<file path="src/rtl/pipe_mac_seq.sv">
// Control sequencer for the stochastic MAC datapath: latches one job's operands,
// then steps the datapath through clear, fill, multiply, add and drain before capturing the count.
module pipe_mac_seq #(
    parameter int FILL_CYC  = 16,
    parameter int MUL_CYC   = 17,
    parameter int ADD_CYC   = 16,
    parameter int DRAIN_CYC = 2,
    parameter int CNT_W     = 5
) (
    input  logic        clk,
    input  logic        rst,
    input  logic        start,
    input  logic [3:0]  a_in,
    input  logic [3:0]  b_in,
    input  logic [63:0] c_in,
    input  logic [7:0]  acc_in,
    output logic [3:0]  bin_a,
    output logic [3:0]  bin_b,
    output logic [63:0] bin_c,
    output logic        dp_rst,
    output logic        en_prg,
    output logic        en_sr_a,
    output logic        en_sr_b,
    output logic        wrap_mode_a,
    output logic        wrap_mode_b,
    output logic        rst_out,
    output logic        en_c_bank,
    output logic        start_add,
    output logic        busy,
    output logic        done,
    output logic [7:0]  result,
    output logic [2:0]  state_dbg
);

    typedef enum logic [2:0] {
        S_IDLE, S_CLR, S_FILL, S_MUL, S_ADD, S_DRAIN, S_CAPTURE
    } state_t;

    typedef struct packed {
        logic dp_rst;
        logic en_prg;
        logic en_sr_a;
        logic en_sr_b;
        logic wrap_mode_a;
        logic wrap_mode_b;
        logic rst_out;
        logic en_c_bank;
        logic start_add;
        logic busy;
    } ctrl_t;

    localparam logic [CNT_W-1:0] FILL_LAST  = CNT_W'(FILL_CYC - 1);
    localparam logic [CNT_W-1:0] MUL_LAST   = CNT_W'(MUL_CYC - 1);
    localparam logic [CNT_W-1:0] ADD_LAST   = CNT_W'(ADD_CYC - 1);
    localparam logic [CNT_W-1:0] DRAIN_LAST = CNT_W'(DRAIN_CYC - 1);

    state_t           state;
    state_t           next_state;
    logic [CNT_W-1:0] cnt;
    logic             accept;
    ctrl_t            ctrl;

    function automatic ctrl_t decode(input state_t s);
        ctrl_t c;
        c = '0;
        case (s)
            S_IDLE: begin
                c.dp_rst  = 1'b1;
                c.rst_out = 1'b1;
            end
            S_CLR: begin
                c.dp_rst  = 1'b1;
                c.rst_out = 1'b1;
                c.busy    = 1'b1;
            end
            S_FILL: begin
                c.en_prg  = 1'b1;
                c.en_sr_a = 1'b1;
                c.en_sr_b = 1'b1;
                c.rst_out = 1'b1;
                c.busy    = 1'b1;
            end
            S_MUL: begin
                c.en_prg      = 1'b1;
                c.en_sr_b     = 1'b1;
                c.wrap_mode_b = 1'b1;
                c.busy        = 1'b1;
            end
            S_ADD: begin
                c.en_prg      = 1'b1;
                c.en_sr_b     = 1'b1;
                c.wrap_mode_b = 1'b1;
                c.en_c_bank   = 1'b1;
                c.start_add   = 1'b1;
                c.busy        = 1'b1;
            end
            default: begin
                c.en_sr_b     = 1'b1;
                c.wrap_mode_b = 1'b1;
                c.en_c_bank   = 1'b1;
                c.start_add   = 1'b1;
                c.busy        = 1'b1;
            end
        endcase
        return c;
    endfunction

    // Handshake: start is accepted only in IDLE or CAPTURE (ignored otherwise);
    // done pulses for exactly one cycle, and result is valid from that cycle until the next capture.
    assign accept = start && (state == S_IDLE || state == S_CAPTURE);

    always_comb begin
        next_state = state;
        case (state)
            S_IDLE:    if (start) next_state = S_CLR;
            S_CLR:     next_state = S_FILL;
            S_FILL:    if (cnt == FILL_LAST) next_state = S_MUL;
            S_MUL:     if (cnt == MUL_LAST) next_state = S_ADD;
            S_ADD:     if (cnt == ADD_LAST) next_state = S_DRAIN;
            S_DRAIN:   if (cnt == DRAIN_LAST) next_state = S_CAPTURE;
            S_CAPTURE: next_state = start ? S_CLR : S_IDLE;
            default:   next_state = S_IDLE;
        endcase
    end

    // Outputs are decoded from next_state so the registered controls line up with the state they describe.
    always_ff @(posedge clk) begin
        if (rst) begin
            state  <= S_IDLE;
            cnt    <= '0;
            ctrl   <= decode(S_IDLE);
            done   <= 1'b0;
            result <= 8'h00;
            bin_a  <= '0;
            bin_b  <= '0;
            bin_c  <= '0;
        end else begin
            state <= next_state;
            cnt   <= (next_state != state) ? '0 : cnt + 1'b1;
            ctrl  <= decode(next_state);
            done  <= (state == S_CAPTURE);
            if (state == S_CAPTURE) result <= acc_in;
            if (accept) begin
                bin_a <= a_in;
                bin_b <= b_in;
                bin_c <= c_in;
            end
        end
    end

    assign dp_rst      = ctrl.dp_rst;
    assign en_prg      = ctrl.en_prg;
    assign en_sr_a     = ctrl.en_sr_a;
    assign en_sr_b     = ctrl.en_sr_b;
    assign wrap_mode_a = ctrl.wrap_mode_a;
    assign wrap_mode_b = ctrl.wrap_mode_b;
    assign rst_out     = ctrl.rst_out;
    assign en_c_bank   = ctrl.en_c_bank;
    assign start_add   = ctrl.start_add;
    assign busy        = ctrl.busy;
    assign state_dbg   = state;

endmodule

</file>
<file path="config.mk">
export PLATFORM = sky130hd
export DESIGN_NAME = pipe_mac_seq
export DESIGN_NICKNAME = d
export VERILOG_FILES = /design/src/rtl/pipe_mac_seq.sv
export SDC_FILE = /design/constraint.sdc
export NUM_CORES = 1
export LEC_CHECK = 0
export BUFFER_PORTS_ARGS = -buffer_cell sky130_fd_sc_hd__buf_2
export CAP_MARGIN = 20
export CORE_MARGIN = 2
export CORE_UTILIZATION = 49
export DETAILED_ROUTE_END_ITERATION = 10
export PLACE_DENSITY_LB_ADDON = 0.08
export SYNTH_ARGS = -nofsm -noshare
export SYNTH_HDL_FRONTEND = slang
export SYNTH_SLANG_ARGS = --single-unit
export TNS_END_PERCENT = 30
</file>
<file path="constraint.sdc">
create_clock -name clk -period 2.7 [get_ports clk]
set_input_delay 0.54 -clock clk [delete_from_list [all_inputs] [get_ports clk]]
set_output_delay 0.54 -clock clk [all_outputs]
set_load 0.01 [all_outputs]
</file>
Yosys cells after proc, flatten, opt, wreduce, memory -nomap -nowiden
Cells that the tools add are included.
{ "op_classes": {"n_addsub": 1, "mul": 0, "div_mod_pow": 0, "n_lt_le_gt_ge": 0, "eq_ne": 14, "shifts": 0, "muxes": 15, "bitwise": 0, "reduce_logical": 9} }
{ "op_table": {"columns": ["op", "count"], "rows": [
  ["3-bit case mux with 7 select lines", 1],
  ["3-bit two-way mux", 5],
  ["3-bit by 2-bit == test with 1-bit output, second input constant", 4],
  ["3-bit == test, second input constant", 4],
  ["1-bit two-way mux", 8],
  ["3-bit by 1-bit == test with 1-bit output, second input constant", 2],
  ["3-bit logical NOT", 2],
  ["3-bit OR reduction", 2],
  ["5-bit by 1-bit adder with 5-bit output, second input constant", 1],
  ["5-bit by 1-bit == test with 1-bit output, second input constant", 1],
  ["5-bit by 4-bit == test with 1-bit output, second input constant", 1],
  ["5-bit == test, second input constant", 1],
  ["2-bit OR reduction", 2],
  ["4-bit OR reduction", 1],
  ["3-bit != test", 1],
  ["2-bit two-way mux", 1],
  ["1-bit logical AND", 1],
  ["1-bit logical OR", 1]
]} }
{ "totals": {"reg_bits": 99, "latchBits": 0, "mem_bits_rw": 0, "mem_bits_ro": 0, "wordCells": 56, "memories": 0} }

Logic depth before layout (Yosys ltp)
{ "logic_depth": {"ltp_word": 6, "ltp_mapped": 7, "depth_no_buf": 6} }

Worst setup path after synthesis
No wires, ideal clock.
{ "synth_timing": {"path_type": "register to register", "start": "reg cnt[0]", "end": "reg cnt[2]", "setup_ns": 0.078, "arrival_ns": 1.525, "required_time_ns": 2.622, "setup_slack_ns": 1.097, "path_stages_with_launch": 7, "n_path_buf": 0, "period_less_slack_ns": 1.603, "path_cell_list": "dfxtp_1 > ha_1 > and3_1 > ha_1 > mux2_2 > a21o_1 > nor3_1"} }
{ "synth_via": {"elab_chain_cells": 5} }
{ "synth_rtl": {"columns": ["element", "line_no", "rtl"], "rows": [
  ["start, declared", "59", "logic [CNT_W-1:0] cnt;"],
  ["start signal, assigned", "139", "cnt <= (next_state != state) ? '0 : cnt + 1'b1;"],
  ["5-bit by 1-bit == test with 1-bit output (tied with other cells)", "120", "S_DRAIN: if (cnt == DRAIN_LAST) next_state = S_CAPTURE;"],
  ["3-bit two-way mux (on tied branches)", null, null],
  ["3-bit case mux with 7 select lines", "114", "case (state)"],
  ["3-bit != test", "139", null],
  ["2-bit OR reduction (no line)", null, null]
]} }
Several ways; a longest one is shown, not always the timed one.
A chain may end at the register's enable or synchronous reset.

Worst setup path in the final report
{ "layout_timing": {"start": "reg state[1] (netlist: state_dbg[1])", "end": "reg bin_c[26]"} }
{ "layout_via": {"elab_chain_cells": 3} }
{ "layout_rtl": {"columns": ["element", "line_no", "rtl"], "rows": [
  ["start, declared", "57", "state_t state;"],
  ["start signal, assigned", "138", "state <= next_state;"],
  ["3-bit == test / 3-bit logical NOT (equally long branches)", "110", "assign accept = start && (state == S_IDLE || state == S_CAPTURE);"],
  ["1-bit logical OR *", "110", null],
  ["1-bit logical AND *", "110", null],
  ["end signal, assigned", "146", "bin_c <= c_in;"],
  ["end, declared", "19", "output logic [63:0] bin_c,"]
]} }
Mark *: on every way between the ends. The rest lies on a longest branch, timed or not.

==> qor.json <==
{
  "run_status": {"value": "completed"},
  "worstRegToRegCells": {"value": 5},
  "tritoncts": {"value": "yes"},
  "cell_internal_pwr": {"value": 0.00214, "unit": "W"},
  "overflow": {"value": 0},
  "post_layout_nonfiller_instances": {"value": 675},
  "final_min_period_over_clock_period": {"value": 64.6, "unit": "%"},
  "cts_setup_buffers": {"value": 0},
  "timing_worst_slew_pin_value": {"value": 0.567, "unit": "ns"},
  "numPortBuffers": {"value": 175},
  "critical_path_buf_inv_count": {"value": 1},
  "synth.avg_cell_area": {"value": 8.50, "unit": "um^2"},
  "final_setup_violation_count": {"value": 0},
  "rsz0062_at_grt": {"value": "no"},
  "timing_hold_violations_final": {"value": 0},
  "synth_nets": {"value": 502},
  "synth.ff_latch_count": {"value": 97},
  "timing.rr.end": {"value": "bin_c[26]$_SDFFE_PP0P_"},
  "highest-signal-layer": {"value": "met4"},
  "pwr-share-clk": {"value": 30.3, "unit": "%"},
  "design.core.area": {"value": 6870, "unit": "um^2"},
  "critical_path.cell_chain": {"value": "xor2_1 > or3b_2 > buf_12 > nand2_1 > a21oi_1"},
  "switching_power": {"value": 0.000805, "unit": "W"},
  "timing.hold.worst.class": {"value": "in2reg"},
  "global_route_wire_length_before_repair": {"value": 12.9, "unit": "mm"},
  "synth-edff-count": {"value": 0},
  "total_leakage_power": {"value": 2.23, "unit": "nW"},
  "timing.hold.worst_path_depth": {"value": 3},
  "synthTopCellsByCount": {"value": "sky130_fd_sc_hd__nand2_1 (144), sky130_fd_sc_hd__dfxtp_1 (97), sky130_fd_sc_hd__a21oi_1 (76), sky130_fd_sc_hd__nor2_1 (12)"},
  "postCtsHoldBufs": {"value": 0},
  "avgViaCountPerCell": {"value": 4.74},
  "hold_path_end": {"value": "bin_c[48]$_SDFFE_PP0P_"},
  "path_class": {"value": "reg2reg"},
  "placed_area": {"value": 4380, "unit": "um^2"},
  "worstReg2RegStart": {"value": "state_dbg[1]$_SDFF_PP0_"},
  "ir_drop": {"value": 0.000330, "unit": "V"},
  "asyncSetResetFlopFracSynth": {"value": 0, "unit": "%"},
  "dieWidth": {"value": 88.8, "unit": "um"},
  "dpl.cell_count": {"value": 659},
  "mappedNetlistArea": {"value": 3530, "unit": "um^2"},
  "power.share.sequential": {"value": 53.7, "unit": "%"},
  "post_drt_wl_per_cell": {"value": 12.7, "unit": "um"},
  "ioPinCount": {"value": 177},
  "synth_cells": {"value": 415},
  "cts_max_path_buffers": {"value": 2},
  "fin_crit": {"value": 1.74, "unit": "ns"},
  "final.setup_skew": {"value": 0.00746, "unit": "ns"},
  "critical-path-top-delay-family": {"value": "simple AND/OR/NAND/NOR gates"},
  "syn2layout_area_growth": {"value": 29.6, "unit": "%"},
  "slew_headroom": {"value": 62.2, "unit": "%"},
  "final_layout_size_suffix_gt1_share": {"value": 34.9, "unit": "%"},
  "count_of_final_max_slew_check_failures": {"value": 0},
  "synthTopCellsByArea": {"value": "sky130_fd_sc_hd__dfxtp_1 (55%), sky130_fd_sc_hd__nand2_1 (15%), sky130_fd_sc_hd__a21oi_1 (11%), sky130_fd_sc_hd__buf_6 (2.9%), sky130_fd_sc_hd__mux2i_1 (2.3%)"},
  "clock-root-buffer": {"value": "sky130_fd_sc_hd__clkbuf_8"},
  "cts_sinks": {"value": 97},
  "synthMostInstantiatedCell": {"value": "sky130_fd_sc_hd__nand2_1"},
  "clk_latency": {"value": 0.34, "unit": "ns"},
  "gpl_wtd_cong": {"value": 0.833},
  "critPathMaxStageDelay": {"value": 0.52, "unit": "ns"},
  "synth_top_flop_cell": {"value": "sky130_fd_sc_hd__dfxtp_1"},
  "first_global_vias": {"value": 2736},
  "height_of_the_die": {"value": 88.8, "unit": "um"},
  "critical_path_required": {"value": 2.90, "unit": "ns"},
  "arrival": {"value": 1.94, "unit": "ns"},
  "synthDominantAreaCellType": {"value": "sky130_fd_sc_hd__dfxtp_1"},
  "totalWireLength": {"value": 8.57, "unit": "mm"},
  "cts.reportedPaths.clkPinSlew": {"value": 0.09, "unit": "ns"},
  "pin_count_of_the_biggest_net_entering_global_routing": {"value": 73},
  "antenna_found_initial": {"value": 0},
  "dpl.hpwl": {"value": 6.09, "unit": "mm"},
  "design_area": {"value": 4570, "unit": "um^2"},
  "detail_route.drc_violations": {"value": 0},
  "placement_rows": {"value": 30},
  "ant_nets": {"value": 0},
  "route.vias.total": {"value": 3197},
  "power_switching_share": {"value": 27.4, "unit": "%"},
  "drv_cap": {"value": 0},
  "htree_levels": {"value": 3},
  "groute.usage.overall": {"value": 21.0, "unit": "%"},
  "finalNetCount": {"value": 661},
  "fmaxAchievable": {"value": 574, "unit": "MHz"},
  "seq_area_frac_synth": {"value": 55.1, "unit": "%"},
  "cp_startpoint_kind": {"value": "register"},
  "totalNegativeSetupSlack": {"value": 0, "unit": "ns"},
  "first_iter_violations": {"value": 96},
  "dr_wl_met2": {"value": 4.28, "unit": "mm"},
  "timing.reg2reg.setup_slack": {"value": 0.96, "unit": "ns"},
  "synth_top_area_share": {"value": 55.1, "unit": "%"},
  "cts.repair.resized": {"value": 0},
  "pwr-share-comb": {"value": 16.0, "unit": "%"},
  "route.layer.met1.wl": {"value": 3.53, "unit": "mm"},
  "hold_path_startpoint": {"value": "c_in[48]"},
  "synth.distinct_cells": {"value": 34},
  "cts_buffers": {"value": 9},
  "ys.warnings.count": {"value": 0},
  "fin_util": {"value": 66.6, "unit": "%"},
  "start_util": {"value": 51.3, "unit": "%"},
  "crit_path_top_delay_cell": {"value": "sky130_fd_sc_hd__or3b_2"},
  "wl_met3": {"value": 629, "unit": "um"},
  "worstSetupEndpointType": {"value": "register"},
  "fp.dieArea": {"value": 7890, "unit": "um^2"},
  "power.density": {"value": 643, "unit": "nW/um^2"},
  "drt-pass1-iter-count": {"value": 4},
  "antenna_cells": {"value": 0},
  "worst-path-max-fanout": {"value": 72}
}
==> worst max-delay path by stage <==
stage,cells past startpoint,end,slack (ns),start
finish,5,bin_c[26]$_SDFFE_PP0P_,0.96,state_dbg[1]$_SDFF_PP0_
global route,5,cnt[2]$_SDFF_PP0_,0.80,cnt[0]$_SDFF_PP0_
CTS,6,en_sr_a$_SDFF_PP0_,0.95,cnt[0]$_SDFF_PP0_
detailed placement,3,bin_c[29]$_SDFFE_PP0P_,0.96,rst
global placement,3,bin_c[23]$_SDFFE_PP0P_,1.0,rst
floorplan,6,cnt[2]$_SDFF_PP0_,1.10,cnt[0]$_SDFF_PP0_
==> cells in the final DEF, fill, tap and decap left out, types with 2 or more instances in the layout <==
master                       Yosys  layout
sky130_fd_sc_hd__dfxtp_1        97      97
sky130_fd_sc_hd__nand2_1       144     144
sky130_fd_sc_hd__buf_2          10     175
sky130_fd_sc_hd__mux2i_1         8       8
sky130_fd_sc_hd__ha_1            4       4
sky130_fd_sc_hd__o21ai_0         4       4
sky130_fd_sc_hd__a21o_1          2       2
sky130_fd_sc_hd__nand3_1         4       4
sky130_fd_sc_hd__a21oi_1        76      76
sky130_fd_sc_hd__clkinvlp_4      0       2
sky130_fd_sc_hd__nor3_1          5       5
sky130_fd_sc_hd__buf_12          0       2
sky130_fd_sc_hd__inv_1           8       8
sky130_fd_sc_hd__nor3b_2         1       2
sky130_fd_sc_hd__xor2_1          2       2
sky130_fd_sc_hd__buf_4           2       2
sky130_fd_sc_hd__clkbuf_8        0      12
sky130_fd_sc_hd__nor2_1         12      12
==> registers in the layout (all words and copies together), names as in the netlist <==
signal	cells
en_c_bank	1
rst_out	1
state_dbg	3
en_sr_a	1
en_sr_b	1
wrap_mode_b	1
result	8
bin_c	64
en_prg	1
cnt	5
busy	1
dp_rst	1
done	1
bin_b	4
bin_a	4
==> power groups by stage <==
| stage | Clock, W | Sequential (W) | Combinational, W |
|---|---|---|---|
| after detailed placement | 0 | 0.00161 | 0.000477 |
| after floorplan | 0 | 0.00165 | 0.000250 |
| final | 0.000891 | 0.00158 | 0.000471 |
| after global placement | 0 | 0.00161 | 0.000470 |
| after global routing | 0.000972 | 0.00159 | 0.000528 |
| after CTS | 0.000910 | 0.00158 | 0.000479 |
==> worst reg2reg max path, delay by kind of cell, from the launching register on <==
family          cells  cell delay [ns]
flops               1             0.48
simple gates        2             0.64
compound gates      1             0.07
xor+xnor            1             0.18
buf+inv             1             0.23
==> stage by stage <==
stage,total power [W],hold WS (ns),worst slack [ns]
floorplan,0.00190,0.481,1.10
global placement,0.00208,0.439,0.998
detailed placement,0.00209,0.443,0.959
CTS,0.00297,0.401,0.954
global route,0.00309,0.402,0.799
finish,0.00294,0.419,0.957
==> logic make-up (layout without fill, tap and decap cells) <==
family,Yosys count,count (layout),synth area share [%]
AND/OR/NAND/NOR,175,175,20.5
adder cells (fa/ha/maj),4,4,1.42
multiplexers,9,9,2.59
buffers and inverters,39,203,6.63
other,1,1,0.106
flip-flops,97,97,55.1
XOR/XNOR,3,3,0.745
AO/OA/AOI/OAI,87,87,13.0
==> layout make-up <==
cell class	instances	area, um^2
fillers	618	2300
flip-flops and latches	97	1940
multi-input cells	279	1360
repair buffers	179	931
clock buffers	13	169
well taps	96	120
inverters	8	30.0
clock inverters	3	23.8
==> layer usage <==
| layer | GRT usage, % | vias to the layer above |
|---|---|---|
| met5 | 0 | - |
| met4 | 9.50 | 0 |
| met1 | 25.4 | 1410 |
| li1 | - | 1660 |
| met2 | 35.5 | 115 |
| met3 | 4.94 | 12 |
No activity file was read; power rests on OpenSTA's default activity.
